**src/rtl/tachometer.sv**
```systemverilog
// Quadrature tachometer: filtered channel-A edge count per strobe window,
// scaled to RPM, with direction and stall status.
module tachometer #(
   parameter int RPM_RESOLUTION = 16,
   parameter int COUNT_WIDTH    = 16,
   parameter int FILTER_LEN     = 4,
   parameter int RPM_NUM        = 427,
   parameter int RPM_SHIFT      = 6,
   parameter int STALL_WINDOWS  = 8
) (
   input  logic                      clk,
   input  logic                      reset,
   input  logic                      clk_en_tach,
   input  logic                      enc_a,
   input  logic                      enc_b,
   output logic [RPM_RESOLUTION-1:0] rpm_measured,
   output logic                      rpm_valid,
   output logic                      direction,
   output logic                      stalled
);

   localparam int FW = $clog2(FILTER_LEN + 1);
   localparam int PW = COUNT_WIDTH + $clog2(RPM_NUM + 1);
   localparam int RW = (PW > RPM_RESOLUTION) ? PW : RPM_RESOLUTION + 1;
   localparam int SW = $clog2(STALL_WINDOWS + 1);

   logic [1:0]                sync_a;
   logic [1:0]                sync_b;
   logic                      filt_a;
   logic                      filt_b;
   logic                      filt_a_d;
   logic [FW-1:0]             fcnt_a;
   logic [FW-1:0]             fcnt_b;
   logic                      rise;
   logic [COUNT_WIDTH-1:0]    edge_cnt;
   logic [COUNT_WIDTH-1:0]    count_next;
   logic [COUNT_WIDTH-1:0]    count_latched;
   logic                      calc_pend;
   logic [PW-1:0]             product;
   logic [RW-1:0]             scaled;
   logic [RPM_RESOLUTION-1:0] rpm_next;
   logic [SW-1:0]             zero_cnt;
   logic [SW-1:0]             zero_next;

   always_ff @(posedge clk or posedge reset) begin
      if (reset) begin
         sync_a <= '0;
         sync_b <= '0;
      end else begin
         sync_a <= {sync_a[0], enc_a};
         sync_b <= {sync_b[0], enc_b};
      end
   end

   // A new level must hold FILTER_LEN cycles; any reversion restarts the run.
   always_ff @(posedge clk or posedge reset) begin
      if (reset) begin
         filt_a <= 1'b0;
         filt_b <= 1'b0;
         fcnt_a <= '0;
         fcnt_b <= '0;
      end else begin
         if (sync_a[1] == filt_a) begin
            fcnt_a <= '0;
         end else if (fcnt_a == FW'(FILTER_LEN - 1)) begin
            filt_a <= sync_a[1];
            fcnt_a <= '0;
         end else begin
            fcnt_a <= fcnt_a + FW'(1);
         end
         if (sync_b[1] == filt_b) begin
            fcnt_b <= '0;
         end else if (fcnt_b == FW'(FILTER_LEN - 1)) begin
            filt_b <= sync_b[1];
            fcnt_b <= '0;
         end else begin
            fcnt_b <= fcnt_b + FW'(1);
         end
      end
   end

   assign rise = filt_a & ~filt_a_d;

   always_comb begin
      count_next = edge_cnt;
      if (rise && (edge_cnt != '1)) begin
         count_next = edge_cnt + COUNT_WIDTH'(1);
      end
   end

   // An edge in the strobe cycle belongs to the window being closed.
   always_ff @(posedge clk or posedge reset) begin
      if (reset) begin
         filt_a_d      <= 1'b0;
         direction     <= 1'b1;
         edge_cnt      <= '0;
         count_latched <= '0;
         calc_pend     <= 1'b0;
      end else begin
         filt_a_d  <= filt_a;
         calc_pend <= clk_en_tach;
         if (rise) begin
            direction <= ~filt_b;
         end
         if (clk_en_tach) begin
            count_latched <= count_next;
            edge_cnt      <= '0;
         end else begin
            edge_cnt <= count_next;
         end
      end
   end

   always_comb begin
      product   = PW'(count_latched) * PW'(RPM_NUM);
      scaled    = RW'(product >> RPM_SHIFT);
      rpm_next  = scaled[RPM_RESOLUTION-1:0];
      if (scaled > RW'({RPM_RESOLUTION{1'b1}})) begin
         rpm_next = '1;
      end
      zero_next = '0;
      if (count_latched == '0) begin
         zero_next = (zero_cnt == SW'(STALL_WINDOWS)) ? zero_cnt
                                                      : zero_cnt + SW'(1);
      end
   end

   always_ff @(posedge clk or posedge reset) begin
      if (reset) begin
         rpm_measured <= '0;
         rpm_valid    <= 1'b0;
         stalled      <= 1'b0;
         zero_cnt     <= '0;
      end else begin
         rpm_valid <= calc_pend;
         if (calc_pend) begin
            rpm_measured <= rpm_next;
            zero_cnt     <= zero_next;
            stalled      <= (zero_next == SW'(STALL_WINDOWS));
         end
      end
   end

endmodule

```
**config.mk**
```make
export PLATFORM = sky130hd
export DESIGN_NAME = tachometer
export DESIGN_NICKNAME = d
export VERILOG_FILES = /design/src/rtl/tachometer.sv
export SDC_FILE = /design/constraint.sdc
export NUM_CORES = 1
export LEC_CHECK = 0
export ABC_AREA = 1
export CAP_MARGIN = 0
export CORE_MARGIN = 3
export CORE_UTILIZATION = 57
export CTS_CLUSTER_DIAMETER = 40
export DETAILED_ROUTE_END_ITERATION = 8
export PLACE_DENSITY = 0.79
export SYNTH_ARGS = -nofsm -noshare
export SYNTH_HDL_FRONTEND = slang
export SYNTH_SLANG_ARGS = --single-unit
```
**constraint.sdc**
```tcl
create_clock -name clk -period 3.8 [get_ports clk]
set_clock_uncertainty 0.1 [all_clocks]
set_input_delay 0.76 -clock clk [delete_from_list [all_inputs] [get_ports clk]]
set_output_delay 0.76 -clock clk [all_outputs]
set_load 0.1 [all_outputs]
```
==> out/metrics.sh, run 1 <==
FMAX_MHz=224
DETAIL_ROUTE.WL_PER_CELL_MICRONS=18.1
PEAKVDDDROP_mV=0.559
DESIGN_POWER_TOTAL_W=0.00453
MAXSLEWHEADROOM_PCT=32.0
CTS.SINKS=69
WORST_SLACK_NS=-0.660
SYNTH_COMPOUND_GATE_AREA_SHARE_PCT=4.27
YOSYSTOPAREACELLSHARE_PCT=25.1
FINALCRITICALPERIOD_NS=4.46
CLOCK_LATENCY_NS=0.35
PORT-BUFFER-COUNT=23
YOSYSWARNINGCOUNT=0
DIE_AREA_SQ_UM=13200
DRTPASS1ITERATIONS=8
UNREPAIRED_SETUP_ENDPOINTS_AFTER_GLOBAL_ROUTING='true'
SYNTH.AREA.TOP_CELLS='dfrtp_1 25%, ha_1 17%, fa_1 13%'
TIMING_WORST_SETUP_PATH_TYPE='reg2reg'
GROUTE.USAGE.OVERALL_PCT=30.6
WORST_HOLD_PATH_TYPE='reg2reg'
TIGHTEST_PIN_TRANSITION_NS=1.02
CTS_TREE='yes'
CTS_HTREE_LEVELS=3
AREA_GROWTH_PCT=35.7
LARGEST_FAMILY_OF_LOGIC_CELLS_BY_SYNTHESIZED_AREA='adder cells'
SYNTH.MUX.AREA_FRACTION_PCT=0.314
SYN_AREA_SQ_UM=6770
SYNTH_FA_HA_AREA_SHARE_PCT=30.1
NETS=1153
SIMPLE_GATE_PORTION_OF_THE_SYNTHESIZED_AREA_PCT=23.3
SYNTH_SEQ_CELLS=69
FLOORPLAN.IO_PINS=24
NUMBER_OF_ENDPOINTS_FAILING_SETUP_AT_THE_FINAL_STAGE=16
POST-DP-HPWL_MICRONS=12100
MAXCAPVIOLCOUNT=0
NUM_ROWS=39
WORST_PATH_MOST_REPEATED_CELL='nand2_2'
SYNTHARSTFLOPSHARE_PCT=100
FINAL.PERIOD_UTILIZATION_PCT=117
START_UTIL_PCT=58.8
N_FILL_CELL=596
DETAILEDROUTE.FIRSTITERATIONVIOLATIONS=677
DIEWIDTH_MICRONS=115
VIOLATIONS='negative setup slack'
TIMING.FINAL.HOLD_VIOLATIONS=0
PATH_CLK_SLEW_NS=0.07
MAX_STAGE_DELAY_ON_CRIT_PATH_NS=0.54
TIMING.CRITICAL_PATH.REQUIRED_NS=3.94
SYNTH_CELL_TYPE_COUNT=38
FIRST_GLOBAL_VIAS=6409
P_LEAK_nW=4.99
FP.DIEH_MICRONS=115
DETAILROUTE.VIA_COUNT=6467
ANTENNA_FOUND_INITIAL=0
CTS-BUFFERS-INSERTED=9
TIMING.FINAL.MAX_SLEW_VIOLATIONS=0
GLOBAL_ROUTE_WIRE_LENGTH_BEFORE_REPAIR_MICRONS=31700
ARRIVAL_TIME_OF_DATA_AT_THE_CRITICAL_PATH_ENDPOINT_NS=4.60
STARTPOINT_TYPE='register'
NUM_ANTENNA_CELLS=0
FINALWIRELENGTH_MICRONS=21000
GRT_OVERFLOW=0
SYNTH_TOP_AREA_CELL='dfrtp_1'
ANTENNA_LEFT=0
DETAIL_ROUTE.VIAS_PER_CELL=5.58
GPL.FINAL_WEIGHTED_CONGESTION=0.916
FINISH.UTILIZATION_PCT=79.7
PORTION_OF_THE_POST_SYNTHESIS_AREA_USED_BY_SEQUENTIAL_ELEMENTS_PCT=25.5
POSTSYNTHNETCOUNT=994
CRITPATHCAPTURETYPE='register'
GRT_START_MAX_NET_PINS=70
SYN-INSTANCE-COUNT=853
SLOWEST_CELL_ON_THE_CRITICAL_PATH='fa_1'
POST_SYNTHESIS_SHARE_OF_CELL_AREA_SPENT_ON_XOR_AND_XNOR_GATES_PCT=3.75
CORE-AREA_SQ_UM=11500
ROUTE.DETAILED.DRC=0
DRIVE_GT1_SHARE_PCT=33.8
CLOCK_TREE.BUFFER_DEPTH=2
POST_SYNTH_EDFFS=0
MEAN_INSTANCE_SIZE_IN_THE_SYNTHESIZED_NETLIST_SQ_UM=7.93
HOLD_BUFFERS=0
DP.CELLS=1108
POWER_DENSITY_nW_PER_UM2=493
SYNTH-MAIN-FF-CELL='dfrtp_1'
CTS-ROOT-BUF='clkbuf_16'
LAYOUTNONFILLERINSTCOUNT=1160
CRITICAL_PATH_PEAK_FANOUT=7
OUTCOME='finished with violations'
## report_power, final
group          internal [W]  total (W)  switching [W]  leakage, nW
registers          0.000905    0.00105       0.000142        0.857
logic              0.000935    0.00259        0.00166         3.98
clock network      0.000544   0.000887       0.000344        0.148
total               0.00238    0.00453        0.00214         4.99
## worst max-delay path, delay by kind of cell (launching register included)
family | cells | cell delay (ns)
adder cells (fa/ha/maj) | 5 | 2.02
flip-flops | 1 | 0.47
AND/OR/NAND/NOR | 12 | 0.98
buffers and inverters | 9 | 0.75
## Yosys cell counts, types with 2 or more instances
| library cell | n |
|---|---|
| a21o_1 | 4 |
| a21oi_1 | 20 |
| a21oi_2 | 2 |
| clkbuf_1 | 9 |
| dfrtp_1 | 68 |
| fa_1 | 45 |
| ha_1 | 91 |
| inv_1 | 208 |
| inv_2 | 5 |
| nand2_1 | 175 |
| nand2_2 | 9 |
| nand3_1 | 30 |
| nand3_2 | 10 |
| nand3b_1 | 3 |
| nand4_1 | 10 |
| nor2_1 | 66 |
| nor2_2 | 6 |
| nor3_1 | 5 |
| nor3_2 | 2 |
| nor3b_1 | 4 |
| nor4_1 | 2 |
| o21ai_0 | 18 |
| o21ai_1 | 3 |
| o21bai_1 | 3 |
| or2_2 | 15 |
| xnor2_1 | 9 |
| xor2_1 | 20 |
## cell families (layout without fill, tap and decap cells)
logic type | count (synthesis) | in the layout
AOI/OAI and AO/OA | 52 | 52
xor gates and xnor gates | 29 | 29
adders and majority gates | 136 | 136
buffers and inverters | 224 | 388
DFF | 69 | 69
muxes | 2 | 2
and+or+nand+nor | 341 | 341
## metrics by stage
| stage | hold WS [ns] | instance area (sq um) | setup TNS, ns | setup slack [ns] |
|---|---|---|---|---|
| floorplan | 0.231 | 7000 | -1.65 | -0.153 |
| global placement | 0.235 | 8120 | -7.99 | -0.532 |
| detailed placement | 0.237 | 8120 | -8.61 | -0.593 |
| CTS | 0.253 | 8950 | -6.62 | -0.446 |
| global route | 0.266 | 9180 | -11.55 | -0.799 |
| finish | 0.253 | 9180 | -9.04 | -0.660 |
## routing by layer
metal  vias to the layer above  global-route usage [%]  wire [microns]  part of all wire (%)
met5                         -                       0               0                     0
li1                       2893                       -               -                     -
met1                      3093                    39.1            7980                    38
met2                       372                    52.9           10300                    49
met4                         0                    10.8            1020                   4.9
met3                       109                    4.63            1610                   7.7
## cells in the final DEF, fill, tap and decap left out, types with 18 or more instances in the layout
cell               n
nor2_1            58
ha_1              60
clkdlybuf4s50_1   23
buf_4            122
o21ai_0           18
inv_1            167
ha_4              29
xor2_1            20
fa_1              45
nand2_1          143
nand2_2           29
dfrtp_1           54
nand3_1           26
inv_2             46
## registers in the layout, indices dropped and copies added (netlist names), 2 cells and up
signal	count
fcnt_a	3
edge_cnt	16
sync_b	2
zero_cnt	4
count_latched	16
sync_a	2
fcnt_b	3
rpm_measured	16
## path summary, 6_finish.rpt
kind / startpoint / to / slack [ns] / cells past startpoint
max: count_latched[9]$_DFFE_PP0P_ / rpm_measured[4]$_DFFE_PP0P_ / -0.66 / 26
min: sync_a[0]$_DFF_PP0_ / sync_a[1]$_DFF_PP0_ / 0.25 / 0
max reg2reg: count_latched[9]$_DFFE_PP0P_ / rpm_measured[4]$_DFFE_PP0P_ / -0.66 / 26
min reg2reg: sync_a[0]$_DFF_PP0_ / sync_a[1]$_DFF_PP0_ / 0.25 / 0
max in group asynchronous: reset / count_latched[4]$_DFFE_PP0P_ / 2.09 / 3
min in group asynchronous: reset / stalled$_DFFE_PP0P_ / 0.88 / 3
## timing repair
action | in CTS | in global routing
gates cloned | 1 | 1
setup endpoints to repair | 16 | 16
setup buffers | 23 | 12
pin swaps | 57 | 44
resized for setup | 76 | 48
## area by class of cell
cell class                 count  area [sq um]  area share, %
sequential                    69          1750           19.0
clock buffer                  11           253           2.75
clock inverter                 5          58.8          0.640
tap                          143           179           1.95
multi-input combinational    560          4800           52.2
inverter                     213           800           8.71
timing repair buffer         159          1350           14.7
Note: power is estimated with default switching activity, not from simulation.
==> run 2, diff against run 1 <==
- RECOVER_POWER: default -> 50
==> run 2 against run 1 <==
Against the previous run: the run ends with max-capacitance violations, max-slew violations, negative setup slack left; worst hold slack is essentially flat; sequential cell count is the same; design area hardly changed; largest power group unchanged.
==> out/metrics.sh, run 2 (synthesis results as in run 1) <==
GROUTE.USAGE.OVERALL_PCT=30.6  # unchanged
GPL.FINAL_WEIGHTED_CONGESTION=0.916  # unchanged
NETS=1153  # unchanged
POWER_DENSITY_nW_PER_UM2=493  # about the same
OUTCOME='finished with violations'
CORE-AREA_SQ_UM=11500  # unchanged
CRITPATHCAPTURETYPE='register'
ARRIVAL_TIME_OF_DATA_AT_THE_CRITICAL_PATH_ENDPOINT_NS=4.61  # about the same
DP.CELLS=1108  # unchanged
AREA_GROWTH_PCT=35.6  # about the same
CLOCK_TREE.BUFFER_DEPTH=2  # unchanged
FMAX_MHz=224  # -0.28%
MAXSLEWHEADROOM_PCT=-10.4  # -42 points
P_LEAK_nW=4.98  # -0.12%
HOLD_SLACK_NS=0.253  # -0.0000180 ns
CTS-ROOT-BUF='clkbuf_16'
START_UTIL_PCT=58.8  # unchanged
TIMING.FINAL.MAX_SLEW_VIOLATIONS=70  # +70
CTS-BUFFERS-INSERTED=9  # unchanged
NUM_ANTENNA_CELLS=0  # unchanged
NUM_ROWS=39  # unchanged
FINISH.UTILIZATION_PCT=79.7  # about the same
PEAKVDDDROP_mV=0.557  # -0.45%
CTS_HTREE_LEVELS=3  # unchanged
PATH_CLK_SLEW_NS=0.07  # about the same
GRT_START_MAX_NET_PINS=70  # unchanged
GRT_OVERFLOW=0  # unchanged
DETAIL_ROUTE.WL_PER_CELL_MICRONS=18.1  # +0.23%
FINAL.PERIOD_UTILIZATION_PCT=118  # +0.33 points
DRIVE_GT1_SHARE_PCT=33.6  # -0.20 points
DRTPASS1ITERATIONS=6  # -2
FP.DIEH_MICRONS=115  # unchanged
PLACE_WS_NS=-0.593  # unchanged
DIE_AREA_SQ_UM=13200  # unchanged
FINALWIRELENGTH_MICRONS=21000  # +0.23%
CLOCK_LATENCY_NS=0.35  # about the same
FLOORPLAN.IO_PINS=24  # unchanged
UNREPAIRED_SETUP_ENDPOINTS_AFTER_GLOBAL_ROUTING='true'
R2R_SLACK_NS=-0.67  # about the same
CTS_TREE='yes'
ANTENNA_FOUND_INITIAL=0  # unchanged
LAYOUT_COMMONEST_CELL='inv_1'
PORT-BUFFER-COUNT=23  # unchanged
LAYOUT_COMMON_CELLS='167 x inv_1, 143 x nand2_1, 120 x buf_4'
SETUP_TOTAL_NEGATIVE_SLACK_NS=-9.21  # -0.167 ns
FIRST_GLOBAL_VIAS=6409  # unchanged
ROUTE.DETAILED.DRC=0  # unchanged
DETAILROUTE.VIA_COUNT=6476  # +0.14%
TIMING_WORST_SETUP_PATH_TYPE='reg2reg'
MAX_STAGE_DELAY_ON_CRIT_PATH_NS=0.54  # about the same
WORST_SLACK_NS=-0.672  # -0.0124 ns
SLOWEST_CELL_ON_THE_CRITICAL_PATH='fa_1'
GLOBAL_ROUTE_WIRE_LENGTH_BEFORE_REPAIR_MICRONS=31700  # unchanged
CTS.SINKS=69  # unchanged
POST-DP-HPWL_MICRONS=12100  # unchanged
CRITICAL_PATH_PEAK_FANOUT=7  # unchanged
NUMBER_OF_ENDPOINTS_FAILING_SETUP_AT_THE_FINAL_STAGE=16  # unchanged
LARGESTREGISTERS='count_latched (16), edge_cnt (16), rpm_measured (16)'
DIEWIDTH_MICRONS=115  # unchanged
TIMING.CRITICAL_PATH.REQUIRED_NS=3.93  # about the same
TIGHTEST_PIN_TRANSITION_NS=1.66  # +0.639 ns
MAXCAPVIOLCOUNT=1  # +1
LAYOUTNONFILLERINSTCOUNT=1160  # unchanged
STARTPOINT_TYPE='register'
FINALCRITICALPERIOD_NS=4.47  # +0.0124 ns
WORST_HOLD_PATH_TYPE='reg2reg'
TIMING.FINAL.HOLD_VIOLATIONS=0  # unchanged
WORST_PATH_MOST_REPEATED_CELL='nand2_2'
VIOLATIONS='max-capacitance violations, max-slew violations, negative setup slack'
ANTENNA_LEFT=0  # unchanged
DETAIL_ROUTE.VIAS_PER_CELL=5.58  # +0.14%
DETAILEDROUTE.FIRSTITERATIONVIOLATIONS=674  # -0.44%
## run 2: power by group
group	total, W	switching (W)	internal (W)
logic	0.00259	0.00166	0.000934
registers	0.00105	0.000142	0.000905
clock network	0.000887	0.000343	0.000544
total	0.00453	0.00214	0.00238
## run 2: final cells by class
type                    instances  area (sq um)
clock buffers                  11           253
inverters                     213           800
repair buffers                159          1350
well taps                     143           179
fillers                       599          2340
multi-input cells             560          4800
clock inverters                 5          58.8
flip-flops and latches         69          1750
## run 2: path summary, 6_finish.rpt
check | startpoint | end | cells after the start
max | count_latched[9]$_DFFE_PP0P_ | rpm_measured[4]$_DFFE_PP0P_ | 26
min | sync_a[0]$_DFF_PP0_ | sync_a[1]$_DFF_PP0_ | 0
max reg2reg | count_latched[9]$_DFFE_PP0P_ | rpm_measured[4]$_DFFE_PP0P_ | 26
min reg2reg | sync_a[0]$_DFF_PP0_ | sync_a[1]$_DFF_PP0_ | 0
max in group asynchronous | reset | count_latched[4]$_DFFE_PP0P_ | 3
min in group asynchronous | reset | stalled$_DFFE_PP0P_ | 3
## run 2: repair_timing
action | CTS | global route
setup buffers | 23 | 12
pin swaps | 57 | 44
hold buffers | 0 | 0
resized for setup | 76 | 48
gates cloned | 1 | 1
setup endpoints to repair | 16 | 16
## run 2: per-stage QoR
stage | area, sq um | power, W
global placement | 8120 | 0.00328
floorplan | 7000 | 0.00267
finish | 9180 | 0.00453
global route | 9180 | 0.00477
CTS | 8950 | 0.00443
detailed placement | 8120 | 0.00333
## run 2: layer usage
layer,routed length (microns),share of wire [%],up-vias,global-route usage (%)
met5,0,0,-,0
met1,8130,39,3110,39.1
met3,1450,6.9,106,4.63
li1,-,-,2896,-
met4,986,4.7,0,10.8
met2,10400,50,364,52.9
## run 2: worst max-delay path, delay by kind of cell (launching register included)
kind,cells,cell delay (ns)
adders and majority gates,5,2.02
DFF,1,0.47
and+or+nand+nor,12,1.00
buffers and inverters,9,0.75
==> run 3, diff against run 2 <==
- PLACE_DENSITY: 0.79 -> default
- PLACE_DENSITY_LB_ADDON: default -> 0.3
- SLEW_MARGIN: default -> 20
==> run 3 against run 2 <==
Against the previous run: the flow finishes with violations (negative setup slack); design area grew 3.0%; clock power grew 5.0%; die area is the same; first-iteration DRC count grew 4.7%; critical path depth shrank 2; sequential cell count is the same; cell count grew 0.52%; critical endpoint is now rpm_measured[9]$_DFFE_PP0P_.
==> out/metrics.sh, run 3 (synthesis results as in run 1) <==
UNREPAIRED_SETUP_ENDPOINTS_AFTER_GLOBAL_ROUTING='true'
NUM_ROWS=39  # unchanged
NUM_ANTENNA_CELLS=0  # unchanged
GRT_START_MAX_NET_PINS=37  # -47%
CLOCK_TREE.BUFFER_DEPTH=2  # unchanged
CTS_HTREE_LEVELS=3  # unchanged
NETS=1159  # +0.52%
WORST_SLACK_NS=-0.759  # -0.0872 ns
R2R_SLACK_NS=-0.76  # -0.09 ns
CLOCK_LATENCY_NS=0.34  # about the same
SETUP_TOTAL_NEGATIVE_SLACK_NS=-10.66  # -1.45 ns
DPL-INSTANCE-AREA_SQ_UM=8130  # +0.15%
FINAL.PERIOD_UTILIZATION_PCT=120  # +2.3 points
CORE-AREA_SQ_UM=11500  # unchanged
POST_LAYOUT_INST_AREA_SQ_UM=9450  # +3.0%
STARTPOINT_TYPE='register'
AREA_GROWTH_PCT=39.6
CTS_TREE='yes'
WORSTREG2REGEND='rpm_measured[9]$_DFFE_PP0P_'
PATH_CLK_SLEW_NS=0.07  # about the same
CTS-BUFFERS-INSERTED=9  # unchanged
DRIVE_GT1_SHARE_PCT=36.5  # +2.8 points
TIMING.FINAL.MAX_SLEW_VIOLATIONS=0  # -100%
ANTENNA_FOUND_INITIAL=0  # unchanged
TIMING.REG2REG.WORST_PATH_DEPTH=24  # -7.7%
POST-DP-HPWL_MICRONS=12500  # +3.1%
PORT-BUFFER-COUNT=23  # unchanged
MAXCAPVIOLCOUNT=0  # -1
TIMING.CRITICAL_PATH.REQUIRED_NS=3.92  # about the same
TIGHTEST_PIN_TRANSITION_NS=1.25  # -0.409 ns
GROUTE.USAGE.OVERALL_PCT=31.1  # +0.55 points
GPL.FINAL_WEIGHTED_CONGESTION=0.934  # +2.0%
FINALCRITICALPERIOD_NS=4.56  # +0.0872 ns
DETAILROUTE.VIA_COUNT=6825  # +5.4%
ROUTE.DETAILED.DRC=0  # unchanged
MAXSLEWHEADROOM_PCT=16.7  # +27 points
GRT_OVERFLOW=0  # unchanged
LAYOUT_COMMONEST_CELL='inv_1'
CRITICAL_PATH_PEAK_FANOUT=6  # -1
DETAILEDROUTE.FIRSTITERATIONVIOLATIONS=706  # +4.7%
LAYOUTNONFILLERINSTCOUNT=1166  # +0.52%
LAYOUT_COMMON_CELLS='171 x inv_1, 131 x nand2_1, 125 x buf_4'
WORST_MIN_DELAY_PATH_STARTPOINT='sync_a[0]$_DFF_PP0_'
VIOLATIONS='negative setup slack'
TIMING_WORST_SETUP_PATH_TYPE='reg2reg'
LARGESTREGISTERS='count_latched (16), edge_cnt (16), rpm_measured (16)'
DP.CELLS=1108  # unchanged
HOLD-PATH-ENDPOINT='sync_a[1]$_DFF_PP0_'
POWER_DENSITY_nW_PER_UM2=495  # +0.36%
ANTENNA_LEFT=0  # unchanged
DESIGN_POWER_TOTAL_W=0.00468  # +3.3%
CTS.SINKS=69  # unchanged
FINALWIRELENGTH_MICRONS=24500  # +17%
MIN_DELAY_PATH_DEPTH=0  # unchanged
DETAIL_ROUTE.VIAS_PER_CELL=5.85  # +4.8%
WORST_HOLD_PATH_TYPE='reg2reg'
DIE_AREA_SQ_UM=13200  # unchanged
DIEWIDTH_MICRONS=115  # unchanged
FIRST_GLOBAL_VIAS=6649  # +3.7%
ARRIVAL_TIME_OF_DATA_AT_THE_CRITICAL_PATH_ENDPOINT_NS=4.68  # +0.07 ns
NUMBER_OF_ENDPOINTS_FAILING_SETUP_AT_THE_FINAL_STAGE=16  # unchanged
FLOORPLAN.IO_PINS=24  # unchanged
FP.DIEH_MICRONS=115  # unchanged
CTS-ROOT-BUF='clkbuf_16'
START_UTIL_PCT=58.8  # unchanged
TIMING.FINAL.HOLD_VIOLATIONS=0  # unchanged
P_LEAK_nW=5.02  # +0.87%
HOLD_SLACK_NS=0.251  # -0.00134 ns
CRITICAL_PATH.REG2REG.STARTPOINT='count_latched[12]$_DFFE_PP0P_'
PEAKVDDDROP_mV=0.631  # +13%
OUTCOME='finished with violations'
DRTPASS1ITERATIONS=6  # unchanged
DETAIL_ROUTE.WL_PER_CELL_MICRONS=21.0  # +16%
GLOBAL_ROUTE_WIRE_LENGTH_BEFORE_REPAIR_MICRONS=32300  # +1.8%
FMAX_MHz=219  # -1.9%
CRITPATHCAPTURETYPE='register'
[run 3: how the worst max path moves through the flow]
| stage | from | to | cells after the start |
|---|---|---|---|
| 6_report | count_latched[12]$_DFFE_PP0P_ | rpm_measured[9]$_DFFE_PP0P_ | 24 |
| 5_1_grt | count_latched[9]$_DFFE_PP0P_ | rpm_measured[9]$_DFFE_PP0P_ | 23 |
| 4_1_cts | count_latched[13]$_DFFE_PP0P_ | rpm_measured[8]$_DFFE_PP0P_ | 22 |
| 3_5_place_dp | count_latched[8]$_DFFE_PP0P_ | rpm_measured[12]$_DFFE_PP0P_ | 20 |
| 3_3_place_gp | count_latched[8]$_DFFE_PP0P_ | rpm_measured[3]$_DFFE_PP0P_ | 20 |
| 2_1_floorplan | count_latched[10]$_DFFE_PP0P_ | rpm_measured[8]$_DFFE_PP0P_ | 23 |
[run 3: worst max-delay path, stage by stage (launching register included)]
cell     delay [ns]
dfrtp_2        0.46
inv_2          0.08
ha_4           0.27
inv_2          0.04
fa_1           0.51
inv_2          0.05
fa_1           0.61
inv_2          0.07
fa_1           0.53
inv_2          0.05
ha_4           0.32
nand2_4        0.09
inv_2          0.08
nand2_2        0.05
nand2_2        0.07
inv_2          0.05
buf_4          0.13
buf_4          0.12
buf_4          0.12
nand3_1        0.11
nand2_1        0.11
nor2_2         0.19
nand3_2        0.09
nand2_1        0.06
inv_1          0.05
[run 3: area by class of cell]
class	instances	area, sq um
Clock buffer	12	246
Timing Repair Buffer	164	1370
Fill cell	591	2070
Tap cell	143	179
Sequential cell	69	1740
Clock inverter	4	72.6
Multi-Input combinational cell	561	5040
Inverter	213	800
[run 3: routing by layer]
| metal | part of all wire (%) | global-route usage, % | vias to the layer above |
|---|---|---|---|
| li1 | - | - | 2910 |
| met1 | 36 | 38.1 | 3232 |
| met2 | 48 | 54.2 | 486 |
| met3 | 8.6 | 6.53 | 197 |
| met4 | 7.3 | 11.5 | 0 |
| met5 | 0 | 0 | - |
[run 3: what timing repair did]
action                     in CTS  in global routing
gates cloned                    2                  0
setup endpoints to repair      16                 16
resized for setup              76                 90
hold buffers                    0                  0
buffers inserted               19                 21
pin swaps                      49                 71
[run 3: where the power goes]
group	internal, W	switching, W	leakage, nW
Combinational	0.000924	0.00179	4.01
Clock	0.000592	0.000338	0.153
Sequential	0.000904	0.000132	0.860
[run 3: through the flow]
stage	utilization [%]	setup slack, ns
after floorplan	-	-0.153
after global placement	70.6	-0.473
after detailed placement	70.6	-0.535
after CTS	77.6	-0.395
after global routing	82.1	-0.890
final	82.1	-0.759
